[config.mk]
export PLATFORM = sky130hd
export DESIGN_NAME = bcd_display_scan
export DESIGN_NICKNAME = d
export VERILOG_FILES = /design/src/rtl/bcd_display_scan.sv
export SDC_FILE = /design/constraint.sdc
export NUM_CORES = 1
export LEC_CHECK = 0
export BUFFER_PORTS_ARGS = -buffer_cell sky130_fd_sc_hd__buf_2
export CAP_MARGIN = 20
export CORE_ASPECT_RATIO = 1.1
export CORE_MARGIN = 4
export CORE_UTILIZATION = 65
export DETAILED_ROUTE_END_ITERATION = 10
export GPL_TIMING_DRIVEN = 0
export PLACE_DENSITY = 0.86
export RECOVER_POWER = 50
export SYNTH_ARGS = -nofsm -noshare
export SYNTH_HDL_FRONTEND = slang
export SYNTH_SLANG_ARGS = --single-unit
[constraint.sdc]
create_clock -name clk -period 9.6 [get_ports clk]
set_input_delay 1.92 -clock clk [delete_from_list [all_inputs] [get_ports clk]]
set_output_delay 1.92 -clock clk [all_outputs]
set_load 0.1 [all_outputs]
[src/rtl/bcd_display_scan.sv]
// bcd_display_scan: bit-serial double-dabble converter feeding a
// multiplexed common-anode 7-segment scanner with blanking gaps.
module bcd_display_scan #(
  parameter int DIGITS    = 4,
  parameter int BIN_W     = 13,
  parameter int SCAN_DIV  = 100000,
  parameter int BLANK_CYC = 16
) (
  input  logic              clk,
  input  logic              reset_n,
  input  logic [BIN_W-1:0]  number,
  input  logic              load,
  input  logic [DIGITS-1:0] dp,
  input  logic              lz_blank,
  output logic              busy,
  output logic              done,
  output logic              overflow,
  output logic [DIGITS-1:0] anode,
  output logic [6:0]        seg,
  output logic              dp_n
);

  localparam int BCD_W = 4 * DIGITS;
  localparam int SR_W  = BCD_W + BIN_W;
  localparam int CNT_W = $clog2(BIN_W + 1);
  localparam int DIV_W = (SCAN_DIV > 1) ? $clog2(SCAN_DIV) : 1;
  localparam int IDX_W = (DIGITS > 1) ? $clog2(DIGITS) : 1;

  localparam logic [CNT_W-1:0] CNT_LAST = CNT_W'(BIN_W - 1);
  localparam logic [DIV_W-1:0] DIV_LAST = DIV_W'(SCAN_DIV - 1);
  localparam logic [DIV_W-1:0] GAP_END  = DIV_W'(BLANK_CYC);
  localparam logic [IDX_W-1:0] IDX_LAST = IDX_W'(DIGITS - 1);

  function automatic logic [63:0] pow10(input int n);
    logic [63:0] r;
    r = 64'd1;
    for (int i = 0; i < n; i++) r = r * 64'd10;
    return r;
  endfunction

  localparam logic [63:0] LIMIT = pow10(DIGITS);

  function automatic logic [6:0] seg7(input logic [3:0] v);
    logic [6:0] s;
    case (v)
      4'd0:    s = 7'b0000001;
      4'd1:    s = 7'b1001111;
      4'd2:    s = 7'b0010010;
      4'd3:    s = 7'b0000110;
      4'd4:    s = 7'b1001100;
      4'd5:    s = 7'b0100100;
      4'd6:    s = 7'b0100000;
      4'd7:    s = 7'b0001111;
      4'd8:    s = 7'b0000000;
      4'd9:    s = 7'b0000100;
      default: s = 7'b1111111;
    endcase
    return s;
  endfunction

  typedef enum logic {IDLE, SHIFT} state_t;

  state_t            state_q, state_d;
  logic [SR_W-1:0]   sr_q, sr_d, sr_adj;
  logic [CNT_W-1:0]  cnt_q, cnt_d;
  logic              ovfp_q, ovfp_d;
  logic              busy_q, busy_d;
  logic              done_q, done_d;
  logic              ovf_q, ovf_d;
  logic [BCD_W-1:0]  disp_q, disp_d;

  logic [DIV_W-1:0]  div_q, div_d;
  logic [IDX_W-1:0]  idx_q, idx_d;
  logic [DIGITS-1:0] anode_q, anode_d;
  logic [6:0]        seg_q, seg_d;
  logic              dp_n_q, dp_n_d;

  logic [3:0]        nib;
  logic              upper_nz;
  logic              lz_hide;
  logic              gap;

  // Converter next state: add-3 correction then shift, one bit per cycle.
  always_comb begin
    sr_adj = sr_q;
    for (int i = 0; i < DIGITS; i++) begin
      if (sr_q[BIN_W+4*i +: 4] >= 4'd5)
        sr_adj[BIN_W+4*i +: 4] = sr_q[BIN_W+4*i +: 4] + 4'd3;
    end
    state_d = state_q;
    sr_d    = sr_q;
    cnt_d   = cnt_q;
    ovfp_d  = ovfp_q;
    done_d  = 1'b0;
    ovf_d   = ovf_q;
    disp_d  = disp_q;
    unique case (state_q)
      IDLE: begin
        if (load) begin
          sr_d    = {{BCD_W{1'b0}}, number};
          cnt_d   = '0;
          ovfp_d  = 64'(number) >= LIMIT;
          state_d = SHIFT;
        end
      end
      SHIFT: begin
        sr_d  = {sr_adj[SR_W-2:0], 1'b0};
        cnt_d = cnt_q + 1'b1;
        if (cnt_q == CNT_LAST) begin
          state_d = IDLE;
          done_d  = 1'b1;
          disp_d  = sr_d[SR_W-1 -: BCD_W];
          ovf_d   = ovfp_q;
        end
      end
      default: state_d = IDLE;
    endcase
    busy_d = (state_d == SHIFT);
  end

  // Converter and display register state.
  always_ff @(posedge clk or negedge reset_n) begin
    if (!reset_n) begin
      state_q <= IDLE;
      sr_q    <= '0;
      cnt_q   <= '0;
      ovfp_q  <= 1'b0;
      busy_q  <= 1'b0;
      done_q  <= 1'b0;
      ovf_q   <= 1'b0;
      disp_q  <= '0;
    end else begin
      state_q <= state_d;
      sr_q    <= sr_d;
      cnt_q   <= cnt_d;
      ovfp_q  <= ovfp_d;
      busy_q  <= busy_d;
      done_q  <= done_d;
      ovf_q   <= ovf_d;
      disp_q  <= disp_d;
    end
  end

  // Slot divider and digit index.
  always_comb begin
    div_d = (div_q == DIV_LAST) ? '0 : div_q + 1'b1;
    idx_d = idx_q;
    if (div_q == DIV_LAST)
      idx_d = (idx_q == IDX_LAST) ? '0 : idx_q + 1'b1;
  end

  // Pin values for the upcoming slot position, so registered pins track the divider.
  always_comb begin
    nib      = 4'd0;
    upper_nz = 1'b0;
    for (int i = 0; i < DIGITS; i++) begin
      if (IDX_W'(i) == idx_d)
        nib = disp_d[4*i +: 4];
      if (IDX_W'(i) >= idx_d && disp_d[4*i +: 4] != 4'd0)
        upper_nz = 1'b1;
    end
    lz_hide = lz_blank && (idx_d != '0) && !upper_nz;
    gap     = div_d < GAP_END;
    anode_d = '1;
    seg_d   = 7'b1111111;
    dp_n_d  = 1'b1;
    if (!gap) begin
      anode_d = ~(DIGITS'(1) << idx_d);
      dp_n_d  = ~dp[idx_d];
      if (ovf_d)
        seg_d = 7'b1111110;
      else if (lz_hide)
        seg_d = 7'b1111111;
      else
        seg_d = seg7(nib);
    end
  end

  // Scan state and registered display pins.
  always_ff @(posedge clk or negedge reset_n) begin
    if (!reset_n) begin
      div_q   <= '0;
      idx_q   <= '0;
      anode_q <= '1;
      seg_q   <= 7'b1111111;
      dp_n_q  <= 1'b1;
    end else begin
      div_q   <= div_d;
      idx_q   <= idx_d;
      anode_q <= anode_d;
      seg_q   <= seg_d;
      dp_n_q  <= dp_n_d;
    end
  end

  assign busy     = busy_q;
  assign done     = done_q;
  assign overflow = ovf_q;
  assign anode    = anode_q;
  assign seg      = seg_q;
  assign dp_n     = dp_n_q;

endmodule

# Yosys cells after proc, flatten, opt, wreduce, memory -nomap -nowiden
# Memory sizes are Yosys's and may differ from the RTL's.
# Cells that the tools add are included.
[totals]
in_bits = 21
word_cells = 88
ff_bits = 83
memories = 1
mem_bits_ro = 112
out_inout_bits = 15
[classes]
n_addsub = 7
n_bitwise = 3
mux = 35
order_cmp = 10
shifts = 1
n_reduce_logical = 13
eq_ne = 7
[memory_table]
columns = ["memory", "depth", "word_bits", "read_ports", "rd_ports_with_merged_regs", "write_ports", "line", "source"]
rows = [
  ["(name not given)", 16, 7, 1, 0, 0, "45", "case (v)"],
]
[ops]
columns = ["operator", "count"]
rows = [
  ["29-bit case mux with 2 select lines", 1],
  ["4-bit two-way mux", 9],
  ["16-bit two-way mux", 2],
  ["29-bit two-way mux", 1],
  ["7-bit two-way mux", 3],
  ["17-bit by 1-bit adder with 17-bit output (second input constant)", 1],
  ["17-bit == test (second input constant)", 1],
  ["17-bit by 5-bit less-than comparator with 1-bit output (second input constant)", 1],
  ["17-bit two-way mux", 1],
  ["4-bit by 3-bit >= comparator with 1-bit output (second input constant)", 4],
  ["4-bit nonzero test", 4],
  ["4-bit by 2-bit adder with 4-bit output (second input constant)", 3],
  ["1-bit two-way mux", 12],
  ["4-bit case mux with 2 select lines", 1],
  ["1-bit logical AND", 6],
  ["4-bit by 1-bit adder with 4-bit output (second input constant)", 1],
  ["2-bit == test (first input constant)", 2],
  ["4-bit == test (second input constant)", 1],
  ["1-bit by 2-bit >= comparator with 1-bit output (first input constant)", 2],
  ["2-bit >= comparator (first input constant)", 2],
  ["2-bit two-way mux", 2],
  ["4-bit inverter", 1],
  ["1-bit by 2-bit << shifter with 4-bit output (first input constant)", 1],
  ["3-bit by 2-bit adder with 3-bit output (second input constant)", 1],
  ["12 further kinds", 13],
]

# Logic depth before layout (Yosys ltp)
# Gate-level depths: netlist (run 1).
[depth]
ltp_word = 15
mapped_depth = 14
ltp_nobuf = 13

# Worst setup path after synthesis (run 1)
# Ideal clock, no wire load.
[synth_path]
path_kind = "reg2reg"
startpoint = "register, netlist name busy"
endpoint = "register seg_q[3], in the netlist seg[3]"
arrival_ns = 3.205
setup_slack_ns = 6.305
t_required_ns = 9.510
period_less_slack_ns = 3.295
path_stages_with_launch = 14
cell_sequence = "dfrtp_1 clkbuf_1 nand4_1 inv_1 buf_1 nand2_1 nand2_1 mux2i_1 mux2i_2 inv_1 ha_1 mux2_2 nand2_1 nand2_1"
[synth_lines]
columns = ["item", "line", "source"]
rows = [
  ["to (signal assigned)", "191", "seg_q <= seg_d;"],
  ["to (decl)", "75", "logic [6:0] seg_q, seg_d;"],
]

==> metrics.cfg, run 1 <==
[power_and_ir_drop]
leakage_nw = 2.258
p_switching_mw = 0.6645
irDropWorstVdd_v = 0.0001814
p_seq_frac = 0.345
p_per_area_nw_per_um2 = 315.0
swShare = 0.4228
clkPwrFrac = 0.203
internal_power_mw = 0.9071
combPwrFrac = 0.452

[setup_path]
path_max_fanout = 56
critical-path-max-stage-delay_ns = 2.15
crit_path_end_kind = asynchronous set/reset pin
required_ns = 9.43
crit_top_cell = clkbuf_1
path_class = primary input to asynchronous set/reset pin
slowest_stage = clkbuf_1
crit_chain = clkbuf_1 -> clkbuf_1
cp_top_family = buffers and inverters
arrival_ns = 5.12
start_kind = primary input
path_buf_inv = 2

[global_route]
overflow = 0
antenna_found_initial = 0
grt_max_degree = 57
grt_pass1_wl_mm = 16.33
grt_pass1_vias = 3543
track_usage = 0.2535

[layout]
nFillCells = 482
final-seq-area_um2 = 2092
antennaDiodeCount = 0
final_area_um2 = 4989
syn_to_final_growth_pct = 11.56
multi_input_area_um2 = 2195
fin_nets = 542
finish.utilization = 0.7521
drive_gt1_frac = 0.1673

[clock_network]
clk_latency_ns = 0.36
cts_resized = 0
tritoncts.num_buffers = 9
cts_setup_buffers = 0
root_buffer = clkbuf_8
cts_buffer_depth = 2
clock-sinks = 83
cts.clk_slew.worst_paths_ns = 0.08
postCtsHoldBufs = 0
htree_levels = 3
cts_tree = built

[synth]
ys_types = 58
synth_top_area_frac = 0.3973
ys.flop_type = dfrtp_1
syn_area_per_cell_um2 = 9.785
seq_area_frac_synth = 0.4678
synth_area_um2 = 4472
syn-num-nets = 496
synth_top_area_cell = dfrtp_1
synth-seq-cells = 83
yosysWarnings = 0
synth-edff-count = 0
synth.area.top_cells = dfrtp_1 40%, dfstp_2 7.1%, nand2_1 6.0%
synthArstFlopShare = 1.000
synthCells = 457

[sta]
final-setup-viol-count = 0
drv_slew = 57
fmax_mhz = 189.0
fin_crit_sh = 0.5512
worst_pin_slew_ns = 2.947
fin_tns_setup_ns = 0
min_period_ns = 5.292
hold_viol = 0
maxSlewHeadroom = -0.9648
rsz0062_at_grt = false
skew_ns = 0.01331

[place]
postPlaceCellArea_um2 = 4775
portBuffers = 34
dpl.hpwl_mm = 6.956
place_congestion = 0.8815

[job]
cap_violations = 1

[detailed_routing]
routed_wl_mm = 9.600
antenna_left = 0
routed_via_density = 6.064
avgRoutedWirePerCell_um = 16.27
vias = 3578
drt_iter0_drc = 277
first_pass_iters = 5
drc = 0

[floorplanning]
row_count = 31
die_y_um = 94.99
num_io_pins = 36
die_w_um = 87.09
fp.dieArea_um2 = 8272
initial_core_util = 0.6742
design.core.area_um2 = 6633

[run_status]
violations = capacitance limit, slew limit
status = finished with violations

[min_path]
hp-class = flip-flop to flip-flop

per-stage QoR:
| stage | hold WS, ns | total power, mW | std cells | setup WS, ns |
|---|---|---|---|---|
| CTS | 0.4827 | 1.572 | 590 | 5.999 |
| detailed placement | 0.4624 | 1.249 | 574 | 6.054 |
| finish | 0.4856 | 1.572 | 590 | 4.308 |
| floorplan | 0.4401 | 1.096 | 457 | 6.305 |
| global placement | 0.4579 | 1.213 | 573 | 6.021 |
| global route | 0.5195 | 1.680 | 590 | 3.494 |
state kept, by name, indices dropped and copies added (netlist names):
signal and count:
disp_q 16, overflow 1, cnt_q 4, busy 1
seg 7, idx_q 2, done 1, anode 4
div_q 17, dp_n 1, sr_q 29
power groups by stage:
| stage | Sequential [mW] | Combinational (mW) | Clock, mW |
|---|---|---|---|
| 2_1_floorplan | 0.647 | 0.449 | 0 |
| 3_3_place_gp | 0.539 | 0.674 | 0 |
| 3_5_place_dp | 0.546 | 0.704 | 0 |
| 4_1_cts | 0.540 | 0.712 | 0.320 |
| 5_1_grt | 0.554 | 0.791 | 0.335 |
| 6_report | 0.542 | 0.710 | 0.320 |
worst paths after layout:
check                           slack (ns)  cells past startpoint             endpoint           startpoint
worst min register to register        0.49                      2  disp_q[0]$_DFF_PN0_  disp_q[0]$_DFF_PN0_
min in group asynchronous             1.87                      1   div_q[6]$_DFF_PN0_              reset_n
worst min-delay path                  0.49                      2  disp_q[0]$_DFF_PN0_  disp_q[0]$_DFF_PN0_
worst max-delay path                  4.31                      2  div_q[14]$_DFF_PN0_              reset_n
worst max register to register        5.88                      9     seg[5]$_DFF_PN1_   div_q[5]$_DFF_PN0_
max in group clk                      5.88                      9     seg[5]$_DFF_PN1_   div_q[5]$_DFF_PN0_
layout make-up:
class | instances | share of cell area
multi-input combinational | 333 | 0.4399
sequential | 83 | 0.4194
timing repair buffer | 35 | 0.03461
clock buffer | 12 | 0.03311
tap | 82 | 0.02057
clock inverter | 4 | 0.01906
inverter | 22 | 0.01756
buffer | 19 | 0.01580
synth_stat cells, drive strengths merged (2+ instances only):
master	number
or4	5
ha	18
nand2	73
nand2b	4
a21oi	10
xnor2	11
nor3b	5
mux2i	25
nor2	26
clkbuf	16
dfstp	12
or3	7
a211oi	9
nand4	7
nand3	19
o32ai	3
xor2	7
o21ai	32
nor2b	4
nor3	9
dfrtp	71
mux2	6
inv	22
buf	3
nor4	4
or4b	2
o31ai	14
a31oi	4
o211ai	4
o22ai	5
a31o	6
cell families (layout without fill, tap and decap cells):
kind of cell,after synthesis,in the layout,share of synthesized area
mux,31,31,0.07722
compound gates,94,94,0.1377
simple gates,172,172,0.1945
buf+inv,41,92,0.03722
xor+xnor,18,18,0.03525
flops,83,83,0.4678
fa+ha+maj,18,18,0.05036
tightest hold or removal path: cells and delay by family, from the launching register on:
kind | cells | cell delay, ns
and+or+nand+nor | 2 | 0.12
DFF | 1 | 0.33
cells in the final DEF, fill, tap and decap left out, types with 12 or more instances in the layout:
cell type	n
buf_2	33
clkbuf_1	18
clkbuf_8	12
dfrtp_1	71
dfstp_2	12
ha_1	18
inv_1	19
mux2i_1	21
nand2_1	72
nand3_1	19
nor2_1	26
o21ai_0	31
o31ai_1	14
routing by layer:
layer  vias to the layer above  track usage  wire (µm)
li1                       1726            -          -
met1                      1740       0.3259       4098
met2                        90       0.4114       4816
met3                        22      0.04974        437
met4                         0       0.1182        248
met5                         -            0          0
Power figures use the tool's default switching activity.
==> inputs of run 2 (changes only) <==
--- a/config.mk
+++ b/config.mk
@@ -9,10 +9,10 @@
 export CAP_MARGIN = 20
 export CORE_ASPECT_RATIO = 1.1
 export CORE_MARGIN = 4
-export CORE_UTILIZATION = 65
+export CORE_UTILIZATION = 54
 export DETAILED_ROUTE_END_ITERATION = 10
 export GPL_TIMING_DRIVEN = 0
-export PLACE_DENSITY = 0.86
+export PLACE_DENSITY = 0.76
 export RECOVER_POWER = 50
 export SYNTH_ARGS = -nofsm -noshare
 export SYNTH_HDL_FRONTEND = slang
==> constraint.sdc (replaced) <==
create_clock -name clk -period 4.4 [get_ports clk]
set_input_delay 0.88 -clock clk [delete_from_list [all_inputs] [get_ports clk]]
set_output_delay 0.88 -clock clk [all_outputs]
set_load 0.1 [all_outputs]
==> run 2 against run 1 <==
Compared with the run above: the run now ends clean; non-clock buffer count did not move; worst hold slack better by 0.00064 ns; clock skew down 0.0040 ns; largest power group unchanged.
==> metrics.cfg, run 2 (synthesis gave the netlist of run 1 again) <==
[power_and_ir_drop]
combPwrFrac = 0.460
p_switching_mw = 1.422
p_per_area_nw_per_um2 = 661.4
swShare = 0.4294
irDropWorstVdd_v = 0.0003771
p_seq_frac = 0.356
internal_power_mw = 1.890
leakage_nw = 2.257
clkPwrFrac = 0.185
power_mw = 3.312

[clock_network]
cts_buffer_depth = 2
clock-sinks = 83
cts_tree = built
root_buffer = clkbuf_8
cts.clk_slew.worst_paths_ns = 0.09
postCtsHoldBufs = 0
clk_latency_ns = 0.35
tritoncts.num_buffers = 9
htree_levels = 3
cts_resized = 0
cts_setup_buffers = 0

[min_path]
hp-class = flip-flop to flip-flop

[detailed_routing]
drc = 0
avgRoutedWirePerCell_um = 14.58
routed_via_density = 5.633
routed_wl_mm = 8.984
first_pass_iters = 4
drt_iter0_drc = 193
vias = 3470
antenna_left = 0

[place]
place_congestion = 0.8884
postPlaceCellArea_um2 = 4807
dpl.hpwl_mm = 6.787
portBuffers = 34

[layout]
largest_register = sr_q
syn_to_final_growth_pct = 11.98
layout_commonest_cell = nand2_1
final_cell_mix = 72 x nand2_1, 71 x dfrtp_1, 33 x buf_2, 31 x o21ai_0, 26 x nor2_1
largest_reg_flops = 29
finish.utilization = 0.6261
antennaDiodeCount = 0
final_area_um2 = 5007
fin_nets = 542
reg.largest.list = sr_q (29), div_q (17), disp_q (16)
drive_gt1_frac = 0.1732

[floorplanning]
initial_core_util = 0.5591
row_count = 34
fp.dieArea_um2 = 9802
num_io_pins = 36
die_w_um = 94.77
die_y_um = 103.4
design.core.area_um2 = 7998

[global_route]
grt_pass1_wl_mm = 15.46
grt_pass1_vias = 3313
antenna_found_initial = 0
grt_max_degree = 62
overflow = 0
track_usage = 0.1991

[sta]
holdWs_ns = 0.4862
final-setup-viol-count = 0
drv_slew = 0
min_period_ns = 3.583
fmax_mhz = 279.1
worst_pin_slew_ns = 1.478
fin_crit_sh = 0.8142
fin_tns_setup_ns = 0
maxSlewHeadroom = 0.01436
hold_viol = 0
skew_ns = 0.009271
rsz0062_at_grt = false

[job]
cap_violations = 0

[setup_path]
required_ns = 4.67
path_max_fanout = 10
start_kind = flip-flop
crit_path_end_kind = flip-flop
arrival_ns = 3.85
path_class = flip-flop to flip-flop

[run_status]
status = finished clean

## run 2: changes by cell type in the layout (fill, tap and decap cells not counted), sizes merged
cell / delta
clkinv: +1
clkbuf: -2
bufinv: -1
clkinvlp: +2
## run 2: path summary, 6_finish.rpt
path                                startpoint                    to  slack [ns]  cells past startpoint
max                         div_q[5]$_DFF_PN0_      seg[3]$_DFF_PN1_        0.82                     12
min                        disp_q[0]$_DFF_PN0_   disp_q[0]$_DFF_PN0_        0.49                      2
max reg2reg                 div_q[5]$_DFF_PN0_      seg[3]$_DFF_PN1_        0.82                     12
min reg2reg                disp_q[0]$_DFF_PN0_   disp_q[0]$_DFF_PN0_        0.49                      2
max in group asynchronous              reset_n  sr_q[22]$_DFFE_PN0P_        1.60                      2
min in group asynchronous              reset_n    div_q[6]$_DFF_PN0_        0.75                      1
## run 2: final cells by class
| class | count | area, µm² |
|---|---|---|
| tap | 108 | 135.1 |
| fill | 696 | 2990 |
| multi-input combinational | 333 | 2213 |
| buffer | 19 | 78.83 |
| inverter | 22 | 87.58 |
| sequential | 83 | 2092 |
| timing repair buffer | 35 | 173.9 |
| clock buffer | 10 | 137.6 |
| clock inverter | 6 | 88.84 |
## run 2: metal layers
layer  part of all wire  vias to the layer above  routed length [µm]  GRT usage
li1                   -                     1722                   -          -
met1               0.44                     1659                3980     0.2528
met2               0.51                       80                4556     0.3525
met3              0.040                        9                 362    0.02822
met4             0.0095                        0                  85    0.06326
met5                  0                        -                   0          0
## run 2: stage by stage
step | setup WS, ns | instances
final | 0.8173 | 616
after global routing | 0.6291 | 616
after CTS | 0.7882 | 616
after detailed placement | 0.8115 | 600
after global placement | 0.8846 | 599
after floorplan | 1.105 | 457
## run 2: worst max-delay path, stage by stage, from the launching register on
cell     delay, ns
dfrtp_1       0.39
buf_6         0.13
or4b_4        0.55
or4_4         0.56
mux2i_4       0.42
inv_6         0.10
mux2i_1       0.16
mux2i_2       0.28
inv_1         0.16
ha_1          0.34
mux2_2        0.28
nand2_1       0.07
nand2_1       0.05
## run 2: power groups by stage
stage	logic [mW]	clock network, mW	registers, mW
2_1_floorplan	0.980	0	1.41
3_3_place_gp	1.48	0	1.18
3_5_place_dp	1.53	0	1.19
4_1_cts	1.54	0.625	1.18
5_1_grt	1.71	0.653	1.21
6_report	1.52	0.611	1.18
==> inputs of run 3 (changes only) <==
--- a/config.mk
+++ b/config.mk
@@ -5,14 +5,15 @@
 export SDC_FILE = /design/constraint.sdc
 export NUM_CORES = 1
 export LEC_CHECK = 0
+export ABC_AREA = 1
 export BUFFER_PORTS_ARGS = -buffer_cell sky130_fd_sc_hd__buf_2
 export CAP_MARGIN = 20
 export CORE_ASPECT_RATIO = 1.1
 export CORE_MARGIN = 4
-export CORE_UTILIZATION = 54
+export CORE_UTILIZATION = 60
 export DETAILED_ROUTE_END_ITERATION = 10
 export GPL_TIMING_DRIVEN = 0
-export PLACE_DENSITY = 0.76
+export PLACE_DENSITY = 0.8
 export RECOVER_POWER = 50
 export SYNTH_ARGS = -nofsm -noshare
 export SYNTH_HDL_FRONTEND = slang
==> constraint.sdc (replaced) <==
create_clock -name clk -period 3.45 [get_ports clk]
set_input_delay 0.69 -clock clk [delete_from_list [all_inputs] [get_ports clk]]
set_output_delay 0.69 -clock clk [all_outputs]
set_load 0.1 [all_outputs]
==> run 3 against run 2 <==
Compared with the run above: clock skew about the same; the flow now finishes with violations (capacitance limit, slew limit); final area decreased by 0.30%; die area decreased by 8.6%; highest routed layer unchanged; utilization increased by 7.0 points; via count increased by 7.5%; worst hold slack got worse by 0.018 ns; largest cell class is now flip-flops and latches.
==> metrics.cfg, run 3 <==
[sta]
final-setup-viol-count = 0
min_period_ns = 2.825
worst_pin_slew_ns = 2.000
layout_setup_ws_ns = 0.6255
maxSlewHeadroom = -0.3333
hold_viol = 0
drv_slew = 37
fin_crit_sh = 0.8187
rsz0062_at_grt = false
fin_tns_setup_ns = 0
skew_ns = 0.008848
fmax_mhz = 354.0

[layout]
finish.utilization = 0.6966
fin_nets = 641
syn_to_final_growth_pct = 10.83
layout_commonest_cell = nand2_1
final_cell_mix = 150 x nand2_1, 75 x inv_1, 71 x dfrtp_1, 57 x nand3_1, 36 x buf_2
largest_reg_flops = 29
reg.largest.list = sr_q (29), div_q (17), disp_q (16)
drive_gt1_frac = 0.1799
largest_register = sr_q
antennaDiodeCount = 0

[synth]
synth_most_common_cell = nand2_1
seq_area_frac_synth = 0.4644
syn_area_per_cell_um2 = 8.116
yosysWarnings = 0
synth-seq-cells = 83
synth_commonest_cells = 149 x nand2_1, 75 x inv_1, 71 x dfrtp_1
ys.flop_type = dfrtp_1
synth.area.top_cells = dfrtp_1 39%, nand2_1 12%, dfstp_2 7.0%
synth-edff-count = 0
ys_types = 39
synth_top_area_frac = 0.3944
synthArstFlopShare = 1.000
synth_top_area_cell = dfrtp_1
synthCells = 555
synth_area_um2 = 4504
syn-num-nets = 594

[floorplanning]
num_io_pins = 36
fp.dieArea_um2 = 8959
initial_core_util = 0.6285
design.core.area_um2 = 7167
die_w_um = 90.61
row_count = 32
die_y_um = 98.87

[place]
dpl.hpwl_mm = 7.012
dp_slack_ns = 0.6301
portBuffers = 35
place_congestion = 0.9312

[clock_network]
postCtsHoldBufs = 0
cts.clk_slew.worst_paths_ns = 0.08
root_buffer = clkbuf_8
cts_buffer_depth = 2
cts_setup_buffers = 0
cts_tree = built
clk_latency_ns = 0.35
htree_levels = 3
clock-sinks = 83
tritoncts.num_buffers = 9
cts_resized = 0

[detailed_routing]
vias = 3730
antenna_left = 0
routed_via_density = 5.398
first_pass_iters = 5
drt_iter0_drc = 189
avgRoutedWirePerCell_um = 13.29
drc = 0
routed_wl_mm = 9.184

[global_route]
grt_pass1_vias = 3651
overflow = 0
grt_pass1_wl_mm = 16.36
track_usage = 0.2214
grt_max_degree = 48
antenna_found_initial = 0

[run_status]
status = finished with violations
violations = capacitance limit, slew limit

[setup_path]
crit_chain = inv_1 -> ha_1 -> nand4_4 -> inv_2 -> buf_4 -> or2_2 -> o21ai_0 -> nor2_1 -> nor2_1 -> ha_1 -> or2_1 -> nand2_1 -> nand3_1
arrival_ns = 3.09
slowest_stage = dfrtp_1
crit_path_end_kind = flip-flop
path_max_fanout = 10
critical-path-max-stage-delay_ns = 0.41
required_ns = 3.72
start_kind = flip-flop
path_class = flip-flop to flip-flop

[power_and_ir_drop]
p_per_area_nw_per_um2 = 825.5
leakage_nw = 2.709
irDropWorstVdd_v = 0.0004930
power_mw = 4.121

[min_path]
hp-class = flip-flop to flip-flop

[job]
cap_violations = 1

## run 3: changes by cell type after synthesis, moves of 14 or more
cell	delta
nand3_1	+38
nand2_1	+77
mux2i_1	-21
o31ai_1	-14
inv_1	+56
## run 3: path summary, 6_finish.rpt
kind / start / end / slack [ns] / cells after the start
max: cnt_q[0]$_DFFE_PN0P_ / seg[3]$_DFF_PN1_ / 0.63 / 13
min: div_q[0]$_DFF_PN0_ / div_q[0]$_DFF_PN0_ / 0.47 / 1
max reg2reg: cnt_q[0]$_DFFE_PN0P_ / seg[3]$_DFF_PN1_ / 0.63 / 13
min reg2reg: div_q[0]$_DFF_PN0_ / div_q[0]$_DFF_PN0_ / 0.47 / 1
max in group asynchronous: reset_n / sr_q[25]$_DFFE_PN0P_ / 1.40 / 1
min in group asynchronous: reset_n / div_q[7]$_DFF_PN0_ / 0.90 / 1
## run 3: logic make-up after synthesis
kind of cell | after synthesis | share of synthesized area
buf+inv | 94 | 0.07972
simple gates | 297 | 0.3192
xor+xnor | 7 | 0.01361
fa+ha+maj | 18 | 0.05000
flops | 83 | 0.4644
compound gates | 56 | 0.07306
## run 3: metal layers
layer  vias to the layer above  track usage  part of all wire
li1                       1872            -                 -
met1                      1739       0.2893              0.46
met2                       105       0.3736              0.48
met3                        14      0.04504             0.044
met4                         0      0.06596             0.014
met5                         -            0                 0
## run 3: worst max-delay path, delay by kind of cell, from the launching register on
| kind | cells | cell delay, ns |
|---|---|---|
| compound gates | 1 | 0.16 |
| fa+ha+maj | 2 | 0.53 |
| buf+inv | 3 | 0.37 |
| flops | 1 | 0.41 |
| simple gates | 7 | 1.27 |
## run 3: per-stage QoR
step	hold slack, ns	cell area [µm²]	std cells
after detailed placement	0.4608	4816	676
after CTS	0.3083	4999	691
final	0.4680	4992	691
after floorplan	0.3944	4504	555
after global placement	0.4416	4786	675
after global routing	0.4962	4992	691
## run 3: report_power, final
part           total, mW  internal (mW)  switching [mW]
logic               1.98          0.583            1.39
registers           1.48           1.33           0.150
clock network      0.666          0.328           0.338
## run 3: area by class of cell
cell class                 count  area [µm²]
fill                         586        2175
sequential                    83        2092
multi-input combinational    378        2051
inverter                      86       322.8
timing repair buffer          36       201.4
clock buffer                  10       127.6
tap                           85       106.4
clock inverter                 5       55.05
buffer                         8       36.28
